`src/rtl/demux_dispatcher.sv`:
```
// rtl/demux_dispatcher.sv - burst-based line-select sequencer driving a two-way output demultiplexer
module demux_dispatcher #(
    parameter int WIDTH = 2,
    parameter int BURST = 4
) (
    input  logic             clk,
    input  logic             rst_n,
    input  logic [WIDTH-1:0] a_data,
    input  logic             a_valid,
    output logic             a_ready,
    output logic [WIDTH-1:0] b_data,
    output logic             b_valid,
    input  logic             b_ready,
    output logic [WIDTH-1:0] c_data,
    output logic             c_valid,
    input  logic             c_ready,
    input  logic             force_en,
    input  logic             force_sel,
    output logic             sel,
    output logic [7:0]       burst_cnt
);

    localparam logic [7:0] LP_LAST = 8'(BURST - 1);

    logic             r_sel;
    logic [7:0]       r_burst_cnt;
    logic [WIDTH-1:0] r_b_data;
    logic             r_b_valid;
    logic [WIDTH-1:0] r_c_data;
    logic             r_c_valid;

    logic w_sel_valid;
    logic w_sel_ready;
    logic w_xfer;
    logic w_wrap;
    logic w_wr_b;
    logic w_wr_c;

    // Only the selected line's holding register gates acceptance; the other line drains on its own
    assign w_sel_valid = r_sel ? r_c_valid : r_b_valid;
    assign w_sel_ready = r_sel ? c_ready   : b_ready;
    assign a_ready     = rst_n && (!w_sel_valid || w_sel_ready);

    assign w_xfer = a_valid && a_ready;
    assign w_wrap = w_xfer && (r_burst_cnt == LP_LAST);
    assign w_wr_b = w_xfer && !r_sel;
    assign w_wr_c = w_xfer &&  r_sel;

    // Select and burst counter: select may only move at a burst wrap or at an idle burst boundary
    always_ff @(posedge clk or negedge rst_n) begin
        if (!rst_n) begin
            r_sel       <= 1'b0;
            r_burst_cnt <= 8'd0;
        end else if (w_xfer) begin
            if (w_wrap) begin
                r_burst_cnt <= 8'd0;
                r_sel       <= force_en ? force_sel : ~r_sel;
            end else begin
                r_burst_cnt <= r_burst_cnt + 8'd1;
            end
        end else if ((r_burst_cnt == 8'd0) && force_en && (force_sel != r_sel)) begin
            r_sel <= force_sel;
        end
    end

    // Line B holding register: a write in the same cycle as a drain keeps it full with the new word
    always_ff @(posedge clk or negedge rst_n) begin
        if (!rst_n) begin
            r_b_data  <= '0;
            r_b_valid <= 1'b0;
        end else if (w_wr_b) begin
            r_b_data  <= a_data;
            r_b_valid <= 1'b1;
        end else if (b_ready) begin
            r_b_valid <= 1'b0;
        end
    end

    // Line C holding register, same rules as line B
    always_ff @(posedge clk or negedge rst_n) begin
        if (!rst_n) begin
            r_c_data  <= '0;
            r_c_valid <= 1'b0;
        end else if (w_wr_c) begin
            r_c_data  <= a_data;
            r_c_valid <= 1'b1;
        end else if (c_ready) begin
            r_c_valid <= 1'b0;
        end
    end

    // Idle lines present zero data so the unselected line has a defined value
    assign b_data    = r_b_valid ? r_b_data : '0;
    assign b_valid   = r_b_valid;
    assign c_data    = r_c_valid ? r_c_data : '0;
    assign c_valid   = r_c_valid;
    assign sel       = r_sel;
    assign burst_cnt = r_burst_cnt;

endmodule

```
`config.mk`:
```
export PLATFORM = sky130hd
export DESIGN_NAME = demux_dispatcher
export DESIGN_NICKNAME = d
export VERILOG_FILES = /design/src/rtl/demux_dispatcher.sv
export SDC_FILE = /design/constraint.sdc
export NUM_CORES = 1
export LEC_CHECK = 0
export BUFFER_PORTS_ARGS = -buffer_cell sky130_fd_sc_hd__buf_2
export CAP_MARGIN = 20
export CORE_MARGIN = 1.5
export CORE_UTILIZATION = 49
export CTS_CLUSTER_SIZE = 8
export DETAILED_ROUTE_END_ITERATION = 16
export GPL_TIMING_DRIVEN = 0
export MAX_ROUTING_LAYER = met4
export PLACE_DENSITY_LB_ADDON = 0.2
export SETUP_SLACK_MARGIN = 0.05
export SLEW_MARGIN = 20
export SYNTH_ARGS = -nofsm -noshare
export SYNTH_HDL_FRONTEND = slang
export SYNTH_SLANG_ARGS = --single-unit
```
`constraint.sdc`:
```
create_clock -name clk -period 2.2 [get_ports clk]
set_input_delay 0.11 -clock clk [delete_from_list [all_inputs] [get_ports clk]]
set_output_delay 0.11 -clock clk [all_outputs]
set_load 0.005 [all_outputs]
```
==> results of run 1 <==
[routing by layer]
metal,global-route usage (%),part of all wire [%],routed length (µm),vias to the layer above
li1,-,-,-,338
met1,32.2,48,822,324
met2,31.8,46,802,16
met3,2.92,3.9,67,5
met4,9.09,1.8,31,0
met5,-,0,0,-
[registers in the layout, indices dropped and copies added (netlist names)]
register,flops
burst_cnt,8
r_b_data,2
r_c_data,2
b_valid,1
c_valid,1
sel,1
[area by class of cell]
| class | instances | area [µm²] | share of cell area, % |
|---|---|---|---|
| Clock inverter | 1 | 5.00 | 0.503 |
| Sequential cell | 15 | 375 | 37.7 |
| Inverter | 7 | 26.3 | 2.64 |
| Tap cell | 16 | 20.0 | 2.01 |
| Multi-Input combinational cell | 53 | 407 | 40.8 |
| Timing Repair Buffer | 25 | 130 | 13.1 |
| Buffer | 2 | 10.0 | 1.01 |
| Clock buffer | 3 | 22.5 | 2.26 |
[what timing repair did]
item / 4_1_cts / 5_1_grt
hold endpoints to repair: 15 / 0
hold buffers: 1 / 0
buffers inserted: 0 / 0
[cell usage after synthesis]
library cell / count
a21o_2: 1
a21oi_1: 1
a22oi_2: 1
and2_1: 5
and3_1: 2
buf_2: 2
dfrtp_1: 15
ha_1: 2
inv_1: 7
mux2_2: 5
mux2i_1: 1
nand2_1: 5
nand2b_1: 1
nand3_1: 2
nand3b_1: 1
nand4_1: 4
nor2_1: 1
nor3b_1: 1
nor4_1: 1
nor4_4: 1
o2111a_1: 1
o2111ai_1: 2
o211a_1: 1
o211ai_1: 1
o21ai_0: 5
o22ai_1: 1
or2_2: 1
or4_4: 1
xnor2_1: 5
[cells by family (layout without fill, tap and decap cells)]
family,count (synthesis),count (layout)
flops,15,15
mux,6,6
compound gates,14,14
xor+xnor,5,5
fa+ha+maj,2,2
simple gates,26,26
buf+inv,9,38
[critical path: cells and delay by family (launching register included)]
kind	cells	cell delay (ps)
and+or+nand+nor	2	880
AOI/OAI and AO/OA	2	330
DFF	1	450
[power breakdown]
group / total, mW / internal (mW) / switching [mW]
Clock: 0.166 / 0.0677 / 0.0978
Sequential: 0.488 / 0.379 / 0.108
Combinational: 0.411 / 0.211 / 0.201
[worst paths after layout]
| check | slack [ps] | to | cells after the start |
|---|---|---|---|
| worst max-delay path | 470 | sel | 4 |
| worst min-delay path | 4 | c_valid | 2 |
| worst max register to register | 470 | sel | 4 |
| worst min register to register | 510 | r_c_data[1] | 1 |
| max in group asynchronous | 1650 | burst_cnt[4] | 2 |
| min in group asynchronous | 270 | r_c_data[1] | 2 |
[stage by stage]
stage               instance area (µm²)  cells  power, mW  hold WS [ps]
floorplan                           818     77      0.740          -186
detailed placement                  958    117      0.905          52.6
CTS                                 996    122       1.07          5.88
global placement                    958    117      0.880          46.9
finish                              996    122       1.06          4.09
global route                        996    122       1.16          32.7
==> results.txt, run 1 <==
----------------------------------------------------
[Worst setup path]
  Class of the most critical setup path ... register to register
  Delay of the slowest critical-path stage ... 570 ps
  Worst setup startpoint ... burst_cnt[5]
  Critical path data arrival time ... 1950 ps
  Slowest stage cell, crit path ... or4_4
  Required @ worst endpoint ... 2410 ps
  CP Capture Type ... register
  Reg-to-reg critical path startpoint ... burst_cnt[5]
  Critical Path, Cell by Cell ... or4_4 -> nor4_4 -> o22ai_1 -> a22oi_2
  Element type at the critical path start ... register
  Top fanout value on the critical path ... 6

[Synth]
  Compound-gate portion of the synthesized area ... 12.7%
  Total number of yosys warnings ... 0
  Multiplexer share of the synthesized area ... 8.10%
  Sequential share of the synthesized area ... 45.9%
  Fraction of post-synthesis cell area in the top cell type by area ... 45.9%
  Gate Count Post-Synth ... 77
  Top post-synthesis cells by area ... dfrtp_1 (46%), mux2_2 (6.9%), xnor2_1 (5.4%), and2_1 (3.8%), inv_1 (3.2%)
  Combined area of all synthesized cells ... 818 µm²
  Syn_nets ... 88
  Number of distinct library cells after synthesis ... 29
  Share of the synthesized netlist area taken by xor and xnor gates ... 5.35%
  Post-synthesis simple-gate area fraction ... 20.5%
  Post-Syn Area per Cell ... 10.6 µm²
  Adder and majority cell fraction of the synthesized area ... 3.06%
  Leading area contributor after synthesis ... dfrtp_1
  FF+latch count, synth ... 15
  Largest family of logic cells by synthesized area ... simple AND/OR/NAND/NOR gates

[Timing]
  Min Clock Period, post-route ... 1730 ps
  Max-slew violation total from the final report ... 0
  Fin crit share ... 78.8%
  Fin Clk Skew ... 5.28 ps
  Transition time at the pin with the least slew margin ... 453 ps
  Worst path setup slack after routing ... 466 ps
  Final count of negative-setup-slack endpoints ... 0
  Max Fclk ... 577 MHz
  Final-report hold violation count ... 0
  Post-route setup TNS ... 0 ps
  RSZ-0062 raised after global routing ... no
  Max-slew headroom ... 69.5%

[Layout]
  Layout area overhead ... 21.7%
  Highest-count cells in the layout ignoring fill and taps ... buf_2 (26), dfrtp_1 (15), inv_1 (7)
  Number of filler cells placed in the layout ... 129
  Core Util, Final ... 64.6%
  Leading cell type in the layout, fill and taps excluded ... buf_2
  Nets ... 118
  Share of post-route cells with drive strength above 1 ... 37.7%
  Ant diodes ... 0

[Floorplanning]
  Die H ... 43.9 µm
  Placement Rows ... 14
  Total core area ... 1540 µm²
  Ports placed on the boundary ... 25
  Initial core utilization ... 53.1%
  Die Area ... 1920 µm²
  X dimension of the die ... 43.9 µm

[Status]
  Outcome ... finished, final reports clean

[Place]
  Routability cong. ... 0.824
  # port buffers ... 24
  DP Wirelength ... 1270 µm
  Placement-stage worst setup slack ... 487 ps

[Route]
  Residual DRC count ... 0
  Total length of routed wires ... 1730 µm
  DR WL/cell ... 14.1 µm
  Vias after detailed routing ... 683
  Per-cell via count in the routed design ... 5.60
  DRC violation total after the first TritonRoute iteration ... 15
  First-pass iteration count of the detailed router ... 3
  Count of antenna-violating nets left after detailed routing ... 0

[Clock tree]
  TritonCTS clock tree ... yes
  # H-tree levels ... 1
  Worst-Skew Late Latency ... 290 ps
  Resize count post-CTS ... 0
  TritonCTS sink count ... 15
  Clock-pin slew reported for the worst setup and hold paths after clock tree synthesis ... 100 ps
  Total clock buffers created by CTS ... 3
  Buffer type at the clock tree root ... clkbuf_4
  Clock Tree Buf Depth ... 2

[Power and ir drop]
  Power per Cell Area ... 1070 nW/µm²
  Worst IR drop on VDD ... 0.000593 V
  LEAKAGE ... 0.503 nW

[Job]
  Max-Cap Viols ... 0

[Min path]
  Worst hold start ... c_ready
  HP Class ... input port to register

[Global routing]
  Final global-route overflow total ... 0
  Global-route wire length before repair ... 3060 µm
  Global Route Usage Sum ... 22.4%
  Number of global-route vias before repair ... 678
  Pin count of the biggest net entering global routing ... 19
  Antenna violations before repair ... 0

----------------------------------------------------
Power figures use the tool's default switching activity.
==> run 2: changes to the inputs <==
==> constraint.sdc (replaced) <==
create_clock -name clk -period 1.75 [get_ports clk]
set_input_delay 0.0875 -clock clk [delete_from_list [all_inputs] [get_ports clk]]
set_output_delay 0.0875 -clock clk [all_outputs]
set_load 0.005 [all_outputs]
==> run 2 against run 1 <==
  * Utilization up 3.8 points
  * Largest cell class unchanged
  * Hold slack improved by 48 ps
  * Clock skew is essentially flat
  * Total power grew 34%
  * Largest power group unchanged
  * Clock power is 24% higher
  * Die area did not move
  * Sequential cell count stayed put
==> results.txt, run 2 (synthesis gave the netlist of run 1 again) <==
----------------------------------------------------
[Place]
  DP Wirelength ... 1270 µm
  Cell area after placement ... 958 µm²
  Routability cong. ... 0.824
  # port buffers ... 24
  Cell count after placement ... 117

[Clock tree]
  Clock-pin slew reported for the worst setup and hold paths after clock tree synthesis ... 100 ps
  Buffer type at the clock tree root ... clkbuf_4
  # H-tree levels ... 1
  Clock Tree Buf Depth ... 2
  TritonCTS sink count ... 15
  TritonCTS clock tree ... yes
  Total clock buffers created by CTS ... 3
  Worst-Skew Late Latency ... 290 ps

[Global routing]
  Pin count of the biggest net entering global routing ... 16
  Number of global-route vias before repair ... 692
  Final global-route overflow total ... 0
  Antenna violations before repair ... 0
  Global-route wire length before repair ... 3250 µm
  Global Route Usage Sum ... 23.6%

[Worst setup path]
  Delay of the slowest critical-path stage ... 510 ps
  Worst setup startpoint ... burst_cnt[3]
  CP Capture Type ... register
  Required @ worst endpoint ... 1960 ps
  Element type at the critical path start ... register
  Critical path data arrival time ... 1840 ps
  Top fanout value on the critical path ... 6
  Reg-to-reg critical path startpoint ... burst_cnt[3]
  Class of the most critical setup path ... register to register
  Critical Path, Cell by Cell ... or4_4 -> nor4_4 -> o22ai_2 -> a22oi_2
  Slowest stage cell, crit path ... or4_4

[Layout]
  Highest-count cells in the layout ignoring fill and taps ... buf_2 (26), dfrtp_1 (14), inv_1 (7)
  Nets ... 123
  Number of flip-flops under the largest register name ... 8
  Post-route cell area ... 1050 µm²
  Count of placed standard cells in the final layout, fillers left out ... 127
  Number of filler cells placed in the layout ... 119
  Share of post-route cells with drive strength above 1 ... 43.2%
  Core Util, Final ... 68.4%
  Layout area overhead ... 28.9%
  Leading cell type in the layout, fill and taps excluded ... buf_2
  Ant diodes ... 0

[Min path]
  Worst hold start ... a_data[0]
  HP Class ... input port to register

[Timing]
  Max Fclk ... 612 MHz
  RSZ-0062 raised after global routing ... yes
  Final count of negative-setup-slack endpoints ... 0
  Final-report hold violation count ... 0
  Min Clock Period, post-route ... 1630 ps
  Worst hold slack across all endpoints ... 52.2 ps
  Max-slew violation total from the final report ... 0
  Post-route setup TNS ... 0 ps
  Max-slew headroom ... 53.6%
  Fin crit share ... 93.3%
  Fin Clk Skew ... 5.32 ps
  Transition time at the pin with the least slew margin ... 694 ps

[Route]
  First-pass iteration count of the detailed router ... 4
  Met1 layer wirelength in the final routing ... 896 µm
  Residual DRC count ... 0
  Vias after detailed routing ... 732
  Met2 wirelength from detailed routing ... 871 µm
  DR WL/cell ... 14.8 µm
  DRC violation total after the first TritonRoute iteration ... 20
  Total length of routed wires ... 1880 µm
  Met3 routed wirelength ... 94 µm
  Uppermost signal routing layer after detailed routing ... met4
  Count of antenna-violating nets left after detailed routing ... 0
  Per-cell via count in the routed design ... 5.76

[Floorplanning]
  Placement Rows ... 14
  Die H ... 43.9 µm
  Initial core utilization ... 53.1%
  X dimension of the die ... 43.9 µm
  Ports placed on the boundary ... 25
  Total core area ... 1540 µm²
  Die Area ... 1920 µm²

[Status]
  Outcome ... finished, final reports clean

[Power and ir drop]
  Worst IR drop on VDD ... 0.000861 V
  LEAKAGE ... 0.537 nW
  Power per Cell Area ... 1350 nW/µm²

[Job]
  Max-Cap Viols ... 0

----------------------------------------------------
run 2: changes by cell type in the layout (fill, tap and decap cells not counted), sizes merged:
cell	delta
buf	+4
dlygate4sd3	+1
run 2: path summary, 6_finish.rpt:
check	endpoint	slack (ps)	depth (start not counted)
max	sel	120	4
min	r_b_data[0]	50	2
max reg2reg	sel	120	4
min reg2reg	r_c_data[1]	510	1
max in group asynchronous	burst_cnt[3]	840	2
min in group asynchronous	r_c_data[1]	420	2
run 2: power by group:
group | internal (mW) | total, mW | switching (mW)
Sequential | 0.479 | 0.611 | 0.132
Combinational | 0.319 | 0.609 | 0.290
Clock | 0.0849 | 0.206 | 0.122
Total | 0.882 | 1.43 | 0.544
run 2: per-layer routing:
layer,vias up,GRT usage [%]
met5,-,-
met4,0,9.09
met3,4,2.92
met2,29,33.5
met1,355,34.0
li1,344,-
run 2: through the flow:
step,power [mW],setup WS (ps)
final,1.43,117
after global routing,1.54,46.1
after CTS,1.40,71.0
after detailed placement,1.14,37.2
after global placement,1.11,94.2
after floorplan,0.930,130
run 2: layout make-up:
| class | count | area (µm²) | share of cell area (%) |
|---|---|---|---|
| clock buffer | 3 | 22.5 | 2.14 |
| buffer | 2 | 10.0 | 0.949 |
| sequential | 15 | 377 | 35.7 |
| timing repair buffer | 30 | 170 | 16.1 |
| multi-input combinational | 53 | 424 | 40.2 |
| inverter | 7 | 26.3 | 2.49 |
| clock inverter | 1 | 5.00 | 0.474 |
| tap | 16 | 20.0 | 1.90 |
run 2: timing repair:
item / CTS / global route
hold endpoints to repair: 16 / 0
endpoints found under the setup margin: 1 / 2
hold buffers: 2 / 0
setup buffers: 4 / 0
resized for setup: 0 / 4
pin swaps: 0 / 3
gates cloned: 0 / 0
run 2: worst max-delay path, delay by kind of cell (launching register included):
family	cells	cell delay, ps
compound gates	2	270
flops	1	460
simple gates	2	820
==> run 3: changes to the inputs <==
--- a/config.mk
+++ b/config.mk
@@ -13,7 +13,7 @@
 export DETAILED_ROUTE_END_ITERATION = 16
 export GPL_TIMING_DRIVEN = 0
 export MAX_ROUTING_LAYER = met4
-export PLACE_DENSITY_LB_ADDON = 0.2
+export PLACE_DENSITY = 0.77
 export SETUP_SLACK_MARGIN = 0.05
 export SLEW_MARGIN = 20
 export SYNTH_ARGS = -nofsm -noshare
==> run 3 against run 2 <==
  * Sequential cell count unchanged
  * Sequential power down 1%
  * Critical path depth unchanged
  * Utilization down 0.49 points
  * Clock skew about the same
  * Die area unchanged
  * Setup slack worse by 30 ps
  * Largest power group is now combinational cells
==> results.txt, run 3 (synthesis gave the netlist of run 1 again) <==
----------------------------------------------------
[Floorplanning]
  Placement Rows ... 14
  Initial core utilization ... 53.1%
  X dimension of the die ... 43.9 µm
  Die Area ... 1920 µm²
  Ports placed on the boundary ... 25
  Die H ... 43.9 µm
  Total core area ... 1540 µm²

[Power and ir drop]
  Worst IR drop on VDD ... 0.000700 V
  Power per Cell Area ... 1350 nW/µm²
  Combinational share of power ... 43.4%
  Internal power consumption ... 0.895 mW
  Switching power ... 0.520 mW
  Switching share of power ... 36.8%
  LEAKAGE ... 0.534 nW
  Clock share of power ... 13.9%
  Sequential power share ... 42.7%

[Clock tree]
  # H-tree levels ... 1
  Clock Tree Buf Depth ... 2
  Buffer type at the clock tree root ... clkbuf_4
  TritonCTS sink count ... 15
  Clock-pin slew reported for the worst setup and hold paths after clock tree synthesis ... 90 ps
  TritonCTS clock tree ... yes
  Worst-Skew Late Latency ... 280 ps
  Total clock buffers created by CTS ... 3

[Worst setup path]
  CP Capture Type ... register
  Top fanout value on the critical path ... 6
  Slowest stage cell, crit path ... or4_4
  Delay of the slowest critical-path stage ... 570 ps
  Critical Path, Cell by Cell ... or4_4 -> nor4_4 -> a21o_2 -> a22oi_2
  Class of the most critical setup path ... register to register
  Required @ worst endpoint ... 1910 ps
  Element type at the critical path start ... register
  Critical path data arrival time ... 1830 ps

[Timing]
  Final count of negative-setup-slack endpoints ... 0
  Fin Clk Skew ... 5.24 ps
  Max-slew headroom ... 53.8%
  Fin crit share ... 95.0%
  Max-slew violation total from the final report ... 0
  Max Fclk ... 601 MHz
  Post-route setup TNS ... 0 ps
  Min Clock Period, post-route ... 1660 ps
  RSZ-0062 raised after global routing ... yes
  Worst hold slack across all endpoints ... 22.0 ps
  Final-report hold violation count ... 0
  Transition time at the pin with the least slew margin ... 690 ps

[Global routing]
  Pin count of the biggest net entering global routing ... 16
  Number of global-route vias before repair ... 643
  Global-route wire length before repair ... 2790 µm
  Antenna violations before repair ... 0
  Global Route Usage Sum ... 20.4%
  Final global-route overflow total ... 0

[Place]
  Cell count after placement ... 117
  # port buffers ... 24
  Routability cong. ... 0.796
  DP Wirelength ... 1260 µm

[Layout]
  Layout area overhead ... 28.0%
  Nets ... 123
  Count of placed standard cells in the final layout, fillers left out ... 127
  Highest-count cells in the layout ignoring fill and taps ... buf_2 (26), dfrtp_1 (13), inv_1 (7)
  Share of post-route cells with drive strength above 1 ... 44.1%
  Number of flip-flops under the largest register name ... 8
  Leading cell type in the layout, fill and taps excluded ... buf_2
  Number of filler cells placed in the layout ... 123
  Ant diodes ... 0

[Min path]
  HP Class ... input port to register

[Route]
  Per-cell via count in the routed design ... 5.57
  Count of antenna-violating nets left after detailed routing ... 0
  First-pass iteration count of the detailed router ... 4
  Total length of routed wires ... 1750 µm
  DRC violation total after the first TritonRoute iteration ... 12
  Residual DRC count ... 0
  Vias after detailed routing ... 708
  DR WL/cell ... 13.8 µm

[Status]
  Outcome ... finished, final reports clean

[Job]
  Max-Cap Viols ... 0

----------------------------------------------------
-- run 3: metrics by stage --
stage          setup WS, ps  power (mW)  util, %  instance area [µm²]
6_report               87.0        1.42     67.9                 1050
5_1_grt                21.4        1.53     67.9                 1050
4_1_cts                88.4        1.34     65.2                 1000
3_5_place_dp           62.9        1.13     62.2                  958
3_3_place_gp           81.0        1.10     62.2                  958
2_1_floorplan           130       0.930        -                  818
-- run 3: area by class of cell --
cell class	instances	area [µm²]	area share, %
Tap cell	16	20.0	1.91
Sequential cell	15	378	36.1
Clock buffer	3	22.5	2.15
Buffer	2	10.0	0.956
Inverter	7	26.3	2.51
Timing Repair Buffer	30	168	16.0
Clock inverter	1	5.00	0.478
Multi-Input combinational cell	53	418	39.9
-- run 3: critical path, delay by kind of cell, from the launching register on --
family	cells	cell delay (ps)
AND/OR/NAND/NOR	2	880
flip-flops	1	450
AO/OA/AOI/OAI	2	230
-- run 3: layer usage --
| layer | part of all wire (%) | wire [µm] | track usage, % | vias up |
|---|---|---|---|---|
| met3 | 6.1 | 107 | 3.75 | 2 |
| met1 | 40 | 705 | 24.7 | 332 |
| met2 | 53 | 929 | 34.7 | 28 |
| met4 | 0.63 | 11 | 5.45 | 0 |
| met5 | 0 | 0 | - | - |
| li1 | - | - | - | 346 |
-- run 3: power by group through the flow --
stage / Sequential [mW] / Clock [mW] / Combinational (mW)
after floorplan: 0.597 / 0 / 0.333
after global placement: 0.605 / 0 / 0.499
after detailed placement: 0.618 / 0 / 0.514
after CTS: 0.604 / 0.204 / 0.536
after global routing: 0.624 / 0.218 / 0.685
final: 0.604 / 0.197 / 0.614
-- run 3: final timing paths --
kind,end,cells after the start,slack [ps],from
setup / recovery,sel,4,90,burst_cnt[3]
hold / removal,c_valid,2,20,c_ready
setup reg to reg,sel,4,90,burst_cnt[3]
hold reg to reg,r_b_data[1],1,510,r_b_data[1]
max in group asynchronous,burst_cnt[5],2,850,rst_n
min in group asynchronous,b_valid,2,420,rst_n
-- run 3: repair_timing --
| item | in CTS | in global routing |
|---|---|---|
| pin swaps | 0 | 3 |
| hold endpoints to repair | 15 | 0 |
| hold buffers | 1 | 0 |
| gates cloned | 0 | 0 |
| gates resized for setup | 1 | 3 |
| setup buffers | 1 | 4 |
| endpoints found under the setup margin | 1 | 2 |
